==> src/rtl/fpu_arb_pkg.sv <==
// Shared encodings for the fpu arbiter: FSM states, fpu op codes and the timeout result word.
package fpu_arb_pkg;

    typedef enum logic [1:0] {
        ST_IDLE  = 2'd0,
        ST_ISSUE = 2'd1,
        ST_WAIT  = 2'd2,
        ST_RESP  = 2'd3
    } state_e;

    localparam logic        OP_ADD  = 1'b0;
    localparam logic        OP_SUB  = 1'b1;
    localparam logic [31:0] FP_QNAN = 32'h7FC0_0000;

endpackage

==> src/rtl/rr_arbiter.sv <==
// Combinational round-robin pick: one-hot grant to the first set req bit at or after ptr, wrapping.
module rr_arbiter #(
    parameter int N = 4
) (
    input  logic [N-1:0]         req,
    input  logic [$clog2(N)-1:0] ptr,
    output logic [N-1:0]         gnt
);

    localparam int PW = $clog2(N);

    logic [PW-1:0] j;

    // Walk from the farthest offset to the nearest so the nearest requester wins.
    always_comb begin
        gnt = '0;
        j   = '0;
        for (int i = N - 1; i >= 0; i--) begin
            j = PW'((int'(ptr) + i) % N);
            if (req[j]) begin
                gnt = N'(1) << j;
            end
        end
    end

endmodule

==> src/rtl/fpu_arbiter.sv <==
// Round-robin share of one single-issue fpu among NUM_REQ requesters, one operation in flight.
// FPU_ARB_TIMEOUT_EN adds a WAIT watchdog that answers qNaN and pulses o_timeout.
module fpu_arbiter
    import fpu_arb_pkg::*;
#(
    parameter int NUM_REQ        = 4,
    parameter int TIMEOUT_CYCLES = 64
) (
    input  logic                  i_clk,
    input  logic                  i_rst,
    input  logic [NUM_REQ-1:0]    i_req_valid,
    output logic [NUM_REQ-1:0]    o_req_ready,
    input  logic [NUM_REQ-1:0]    i_req_op,
    input  logic [32*NUM_REQ-1:0] i_req_a,
    input  logic [32*NUM_REQ-1:0] i_req_b,
    output logic [NUM_REQ-1:0]    o_rsp_valid,
    input  logic [NUM_REQ-1:0]    i_rsp_ready,
    output logic [31:0]           o_rsp_data,
    output logic [31:0]           o_fpu_data_1,
    output logic [31:0]           o_fpu_data_2,
    output logic                  o_fpu_op,
    output logic                  o_fpu_valid,
    input  logic                  i_fpu_valid,
    input  logic [31:0]           i_fpu_data,
    output logic                  o_busy
`ifdef FPU_ARB_TIMEOUT_EN
    ,
    output logic                  o_timeout
`endif
);

    localparam int IW = $clog2(NUM_REQ);

    state_e               state_q, state_d;
    logic [IW-1:0]        ptr_q, ptr_d;
    logic [IW-1:0]        gidx_q, gidx_d;
    logic [NUM_REQ-1:0]   rsp_vld_q, rsp_vld_d;
    logic [31:0]          rsp_dat_q, rsp_dat_d;
    logic [31:0]          a_q, a_d, b_q, b_d;
    logic                 op_q, op_d;
    logic                 fpu_vld_q, fpu_vld_d;

    logic [NUM_REQ-1:0]   gnt;
    logic [IW-1:0]        gnt_idx;
    logic [31:0]          a_sel, b_sel;
    logic                 op_sel;

`ifdef FPU_ARB_TIMEOUT_EN
    localparam int TW = $clog2(TIMEOUT_CYCLES + 1);
    logic [TW-1:0]        tmo_cnt_q, tmo_cnt_d;
    logic                 timeout_q, timeout_d;
`else
    if (TIMEOUT_CYCLES < 1) begin : g_tmo_unused
    end
`endif

    rr_arbiter #(.N(NUM_REQ)) u_rr (
        .req (i_req_valid),
        .ptr (ptr_q),
        .gnt (gnt)
    );

    always_comb begin
        gnt_idx = '0;
        a_sel   = '0;
        b_sel   = '0;
        op_sel  = OP_ADD;
        for (int i = 0; i < NUM_REQ; i++) begin
            if (gnt[i]) begin
                gnt_idx = IW'(i);
                a_sel   = i_req_a[32*i +: 32];
                b_sel   = i_req_b[32*i +: 32];
                op_sel  = (i_req_op[i] == OP_SUB) ? OP_SUB : OP_ADD;
            end
        end
    end

    always_comb begin
        state_d   = state_q;
        ptr_d     = ptr_q;
        gidx_d    = gidx_q;
        rsp_vld_d = rsp_vld_q;
        rsp_dat_d = rsp_dat_q;
        a_d       = a_q;
        b_d       = b_q;
        op_d      = op_q;
        fpu_vld_d = 1'b0;
`ifdef FPU_ARB_TIMEOUT_EN
        tmo_cnt_d = tmo_cnt_q;
        timeout_d = 1'b0;
`endif
        case (state_q)
            ST_IDLE: begin
                if (|gnt) begin
                    gidx_d  = gnt_idx;
                    a_d     = a_sel;
                    b_d     = b_sel;
                    op_d    = op_sel;
                    ptr_d   = (gnt_idx == IW'(NUM_REQ - 1)) ? '0 : gnt_idx + 1'b1;
                    state_d = ST_ISSUE;
                end
            end
            ST_ISSUE: begin
                fpu_vld_d = 1'b1;
                state_d   = ST_WAIT;
`ifdef FPU_ARB_TIMEOUT_EN
                tmo_cnt_d = '0;
`endif
            end
            ST_WAIT: begin
                if (i_fpu_valid) begin
                    rsp_dat_d = i_fpu_data;
                    rsp_vld_d = NUM_REQ'(1) << gidx_q;
                    state_d   = ST_RESP;
                end
`ifdef FPU_ARB_TIMEOUT_EN
                else if (tmo_cnt_q == TW'(TIMEOUT_CYCLES)) begin
                    rsp_dat_d = FP_QNAN;
                    rsp_vld_d = NUM_REQ'(1) << gidx_q;
                    timeout_d = 1'b1;
                    state_d   = ST_RESP;
                end else begin
                    tmo_cnt_d = tmo_cnt_q + 1'b1;
                end
`endif
            end
            ST_RESP: begin
                if (|(rsp_vld_q & i_rsp_ready)) begin
                    rsp_vld_d = '0;
                    state_d   = ST_IDLE;
                end
            end
            default: state_d = ST_IDLE;
        endcase
    end

    always_ff @(posedge i_clk or posedge i_rst) begin
        if (i_rst) begin
            state_q   <= ST_IDLE;
            ptr_q     <= '0;
            gidx_q    <= '0;
            rsp_vld_q <= '0;
            rsp_dat_q <= '0;
            a_q       <= '0;
            b_q       <= '0;
            op_q      <= 1'b0;
            fpu_vld_q <= 1'b0;
`ifdef FPU_ARB_TIMEOUT_EN
            tmo_cnt_q <= '0;
            timeout_q <= 1'b0;
`endif
        end else begin
            state_q   <= state_d;
            ptr_q     <= ptr_d;
            gidx_q    <= gidx_d;
            rsp_vld_q <= rsp_vld_d;
            rsp_dat_q <= rsp_dat_d;
            a_q       <= a_d;
            b_q       <= b_d;
            op_q      <= op_d;
            fpu_vld_q <= fpu_vld_d;
`ifdef FPU_ARB_TIMEOUT_EN
            tmo_cnt_q <= tmo_cnt_d;
            timeout_q <= timeout_d;
`endif
        end
    end

    // Accept is combinational so a requester is taken in the same cycle it is picked.
    assign o_req_ready  = (state_q == ST_IDLE) ? gnt : '0;
    assign o_rsp_valid  = rsp_vld_q;
    assign o_rsp_data   = rsp_dat_q;
    assign o_fpu_data_1 = a_q;
    assign o_fpu_data_2 = b_q;
    assign o_fpu_op     = op_q;
    assign o_fpu_valid  = fpu_vld_q;
    assign o_busy       = (state_q != ST_IDLE);
`ifdef FPU_ARB_TIMEOUT_EN
    assign o_timeout    = timeout_q;
`endif

endmodule
==> config.mk <==
export PLATFORM = sky130hd
export DESIGN_NAME = fpu_arbiter
export DESIGN_NICKNAME = d
export VERILOG_FILES = /design/src/rtl/fpu_arb_pkg.sv /design/src/rtl/rr_arbiter.sv /design/src/rtl/fpu_arbiter.sv
export SDC_FILE = /design/constraint.sdc
export NUM_CORES = 1
export LEC_CHECK = 0
export CORE_AREA = 2 2 160 162
export CTS_BUF_LIST = sky130_fd_sc_hd__clkbuf_8
export DETAILED_ROUTE_END_ITERATION = 12
export DIE_AREA = 0 0 162 164
export SYNTH_ARGS = -nofsm -noshare
export SYNTH_HDL_FRONTEND = slang
export SYNTH_HIERARCHICAL = 1
export SYNTH_SLANG_ARGS = --single-unit
==> constraint.sdc <==
create_clock -name i_clk -period 3.68 [get_ports i_clk]
set_input_delay 0.736 -clock i_clk [delete_from_list [all_inputs] [get_ports i_clk]]
set_output_delay 0.736 -clock i_clk [all_outputs]
set_load 0.005 [all_outputs]
==> metrics.md <==
| Metric | Value |
|---|---|
| Synth Area in Compound Gates | 30.35% |
| Crit-path leading delay family | buffers and inverters |
| CTS Buf Count | 9 |
| EDFF count, synth | 0 |
| Dpl ws | 36.91 ps |
| Largest family of logic cells by synthesized area | compound AO/OA/AOI/OAI gates |
| Post-Route WL | 26420 um |
| Int Pwr | 5.615 mW |
| CP Class | input pin to primary output |
| H-tree depth | 3 |
| CP max stage cell | mux4_2 |
| Hold_buf cts | 0 |
| Post-Synth XOR/XNOR Area | 0% |
| Nets | 1335 |
| Sequential-to-total area share from yosys stat | 44.69% |
| Crit path DAT | 2870 ps |
| TritonCTS clock tree | built |
| FP Rows | 58 |
| Via count | 6541 |
| Logic pwr share | 71.8% |
| Total Power | 10.17 mW |
| Adder-cell share of the synthesized area | 2.690% |
| First-pass GRT wire length | 38640 um |
| Maximum Capacitance Violations | 0 |
| Slew @ Worst Pin | 762.1 ps |
| PwrDens | 934.5 nW/um^2 |
| Grt total ovfl | 0 |
| Via/cell ratio | 4.827 |
| Worst path max stage delay | 560 ps |
| Initial Util | 24.36% |
| Cells after synthesis | 624 |
| Hpwl dp | 20000 um |
| Critical Path Start Type | input pin |
| Die area | 26570 sq um |
| DRC | 0 |
| Sw frac | 44.78% |
| CP Capture Type | primary output |
| VDD IR max | 0.4408 mV |
| NetSw | 4.553 mW |
| Synth area leaders | dfrtp_1 45%, a221o_1 11%, a21oi_1 9.8% |
| Leak | 4.263 nW |
| Area growth, synth to finish | 79.93% |
| Slew Limit Fails | 0 |
| Most numerous cell on the critical path | clkdlybuf4s50_1 |
| Vias in the first global route | 6545 |
| Crit path cell chain | clkdlybuf4s50_1 > mux4_2 > nor2b_1 > o31ai_2 > and2_1 > clkdlybuf4s50_1 |
| Clock Skew | 14.83 ps |
| Slew margin rel. | 49.19% |
| Synth area leader | dfrtp_1 |
| Syn nets | 940 |
| Hold WS | 512.4 ps |
| Final count of hold timing violations | 0 |
| Reg power frac | 21.0% |
| Layout cell share with drive strength beyond 1 | 11.13% |
| Simple-gate area share of the yosys netlist | 8.318% |
| Worst Hold Class | flip-flop to flip-flop |
| Async SR Flop Fraction | 100.0% |
| Ports | 410 |
| Post-synth top flop | dfrtp_1 |
| Most frequent cells in the layout | 406 x clkdlybuf4s50_1, 119 x a21oi_1, 108 x dfrtp_1 |
| Count of cell types in the netlist | 41 |
| Routability Congestion | 0.8731 |
| Crit Path Max Fanout | 4 |
| Synth warnings | 6 |
| Most common cell after layout, fill and taps aside | clkdlybuf4s50_1 |
| Req. time, crit path | 2940 ps |
| Drt first pass iters | 6 |
| DR WL/cell | 19.50 um |
| Worst Slack Setup Final | 71.13 ps |
| Fmax | 0.2771 GHz |
| Synth top area share | 44.69% |
| Synthesized area | 6047 sq um |
| GRT Overall Usage | 19.08% |
| Clock latency on the worst-skew pair | 390 ps |
| Chip Width | 162 um |
| Number of buffers added on ports | 409 |
| 1st-iter DRT viols | 307 |
| # clock sinks | 108 |
| Period utilization | 98.07% |
| Synth Area per Inst | 9.691 sq um |
| Detail Route Antenna Nets | 0 |
| Clock Power Share | 7.2% |
| Clock Tree Buf Depth | 2 |
| Fin crit period | 3609 ps |
| Root Buffer | clkbuf_8 |
| Die Y | 164 um |
| Core area | 24820 sq um |
| Outcome | complete, no violations |
| Mux share of post-synthesis cell area | 8.297% |
| Seq cells post-synth | 108 |
| Initial antenna violation count | 2 |
| CP bufs+invs | 2 |
| Largest net degree at the start of global routing | 66 |
| Endpoints failing setup | 0 |
| CTS clock-pin slew for the worst setup and hold paths | 100 ps |
through the flow:
stage	setup TNS [ps]	cell area [sq um]	utilization (%)	std cells
6_report	0	10880	43.84	1355
5_1_grt	-9.170	10880	43.84	1355
4_1_cts	0	10840	43.69	1353
3_5_place_dp	0	10660	42.95	1337
3_3_place_gp	0	10660	42.95	1337
2_1_floorplan	0	6047	-	624
cell usage after synthesis (2+ instances only):
| cell type | n |
|---|---|
| dfrtp_1 | 108 |
| nand2_1 | 19 |
| mux2i_1 | 4 |
| o21ai_0 | 56 |
| nor3_1 | 2 |
| o21ai_1 | 11 |
| nor2_1 | 74 |
| o2bb2ai_1 | 4 |
| and2_1 | 3 |
| o22ai_1 | 5 |
| a21oi_1 | 119 |
| a221o_1 | 65 |
| clkbuf_1 | 22 |
| a21oi_2 | 14 |
| a31oi_1 | 3 |
| buf_6 | 4 |
| nor2b_1 | 2 |
| buf_4 | 6 |
| ha_1 | 13 |
| buf_1 | 3 |
| a22oi_1 | 2 |
| nand2b_1 | 3 |
| inv_1 | 9 |
| buf_2 | 21 |
| mux4_2 | 4 |
| mux2_2 | 33 |
logic make-up after synthesis:
logic type | after synthesis
compound gates | 283
buf+inv | 67
mux | 41
flops | 108
simple gates | 112
fa+ha+maj | 13
power by group through the flow:
| stage | registers, mW | logic, mW | clock network (mW) |
|---|---|---|---|
| final | 2.13 | 7.30 | 0.730 |
| after global routing | 2.22 | 7.97 | 0.810 |
| after CTS | 2.14 | 7.35 | 0.769 |
| after detailed placement | 2.16 | 7.33 | 0 |
| after global placement | 2.14 | 7.27 | 0 |
| after floorplan | 2.19 | 4.02 | 0 |
final cells by class:
| class | instances | area, sq um |
|---|---|---|
| diodes | 1 | 2.502 |
| clock buffers | 9 | 123.9 |
| clock inverters | 7 | 60.06 |
| fillers | 2449 | 13940 |
| inverters | 10 | 40.04 |
| multi-input cells | 449 | 3084 |
| flip-flops and latches | 108 | 2703 |
| well taps | 330 | 412.9 |
| repair buffers | 441 | 4454 |
routing by layer:
layer  up-vias  share of wire, %  wire (um)  GRT usage, %
met5         -             0.049         13             0
met4         2               1.8        471         5.792
met3        30               7.3       1935         4.722
met2       289                51      13370         34.14
met1      3101                40      10630         22.56
li1       3119                 -          -             -
state kept, by name (all words and copies together) (netlist names), 2 cells and up:
register / count
o_fpu_data_1: 32
state_q: 2
o_rsp_data: 32
ptr_q: 2
gidx_q: 2
o_rsp_valid: 4
o_fpu_data_2: 32
worst paths after layout:
path / slack (ps) / start / to / cells after the start
max in group asynchronous: 2130 / i_rst / o_fpu_data_2[28]$_DFFE_PP0P_ / 3
hold reg to reg: 510 / o_rsp_data[24]$_DFFE_PP0P_ / o_rsp_data[24]$_DFFE_PP0P_ / 1
setup / recovery: 70 / i_req_valid[3] / o_req_ready[0] / 6
min in group asynchronous: 790 / i_rst / o_fpu_data_1[4]$_DFFE_PP0P_ / 2
hold / removal: 510 / o_rsp_data[24]$_DFFE_PP0P_ / o_rsp_data[24]$_DFFE_PP0P_ / 1
setup reg to reg: 770 / ptr_q[1]$_DFFE_PP0P_ / o_fpu_data_1[8]$_DFFE_PP0P_ / 12
repair_timing:
item                                    in CTS  in global routing
setup buffers                                0                  1
endpoints found under the setup margin       0                  4
resized for setup                            0                  8
Note: power is estimated with default switching activity, not from simulation.
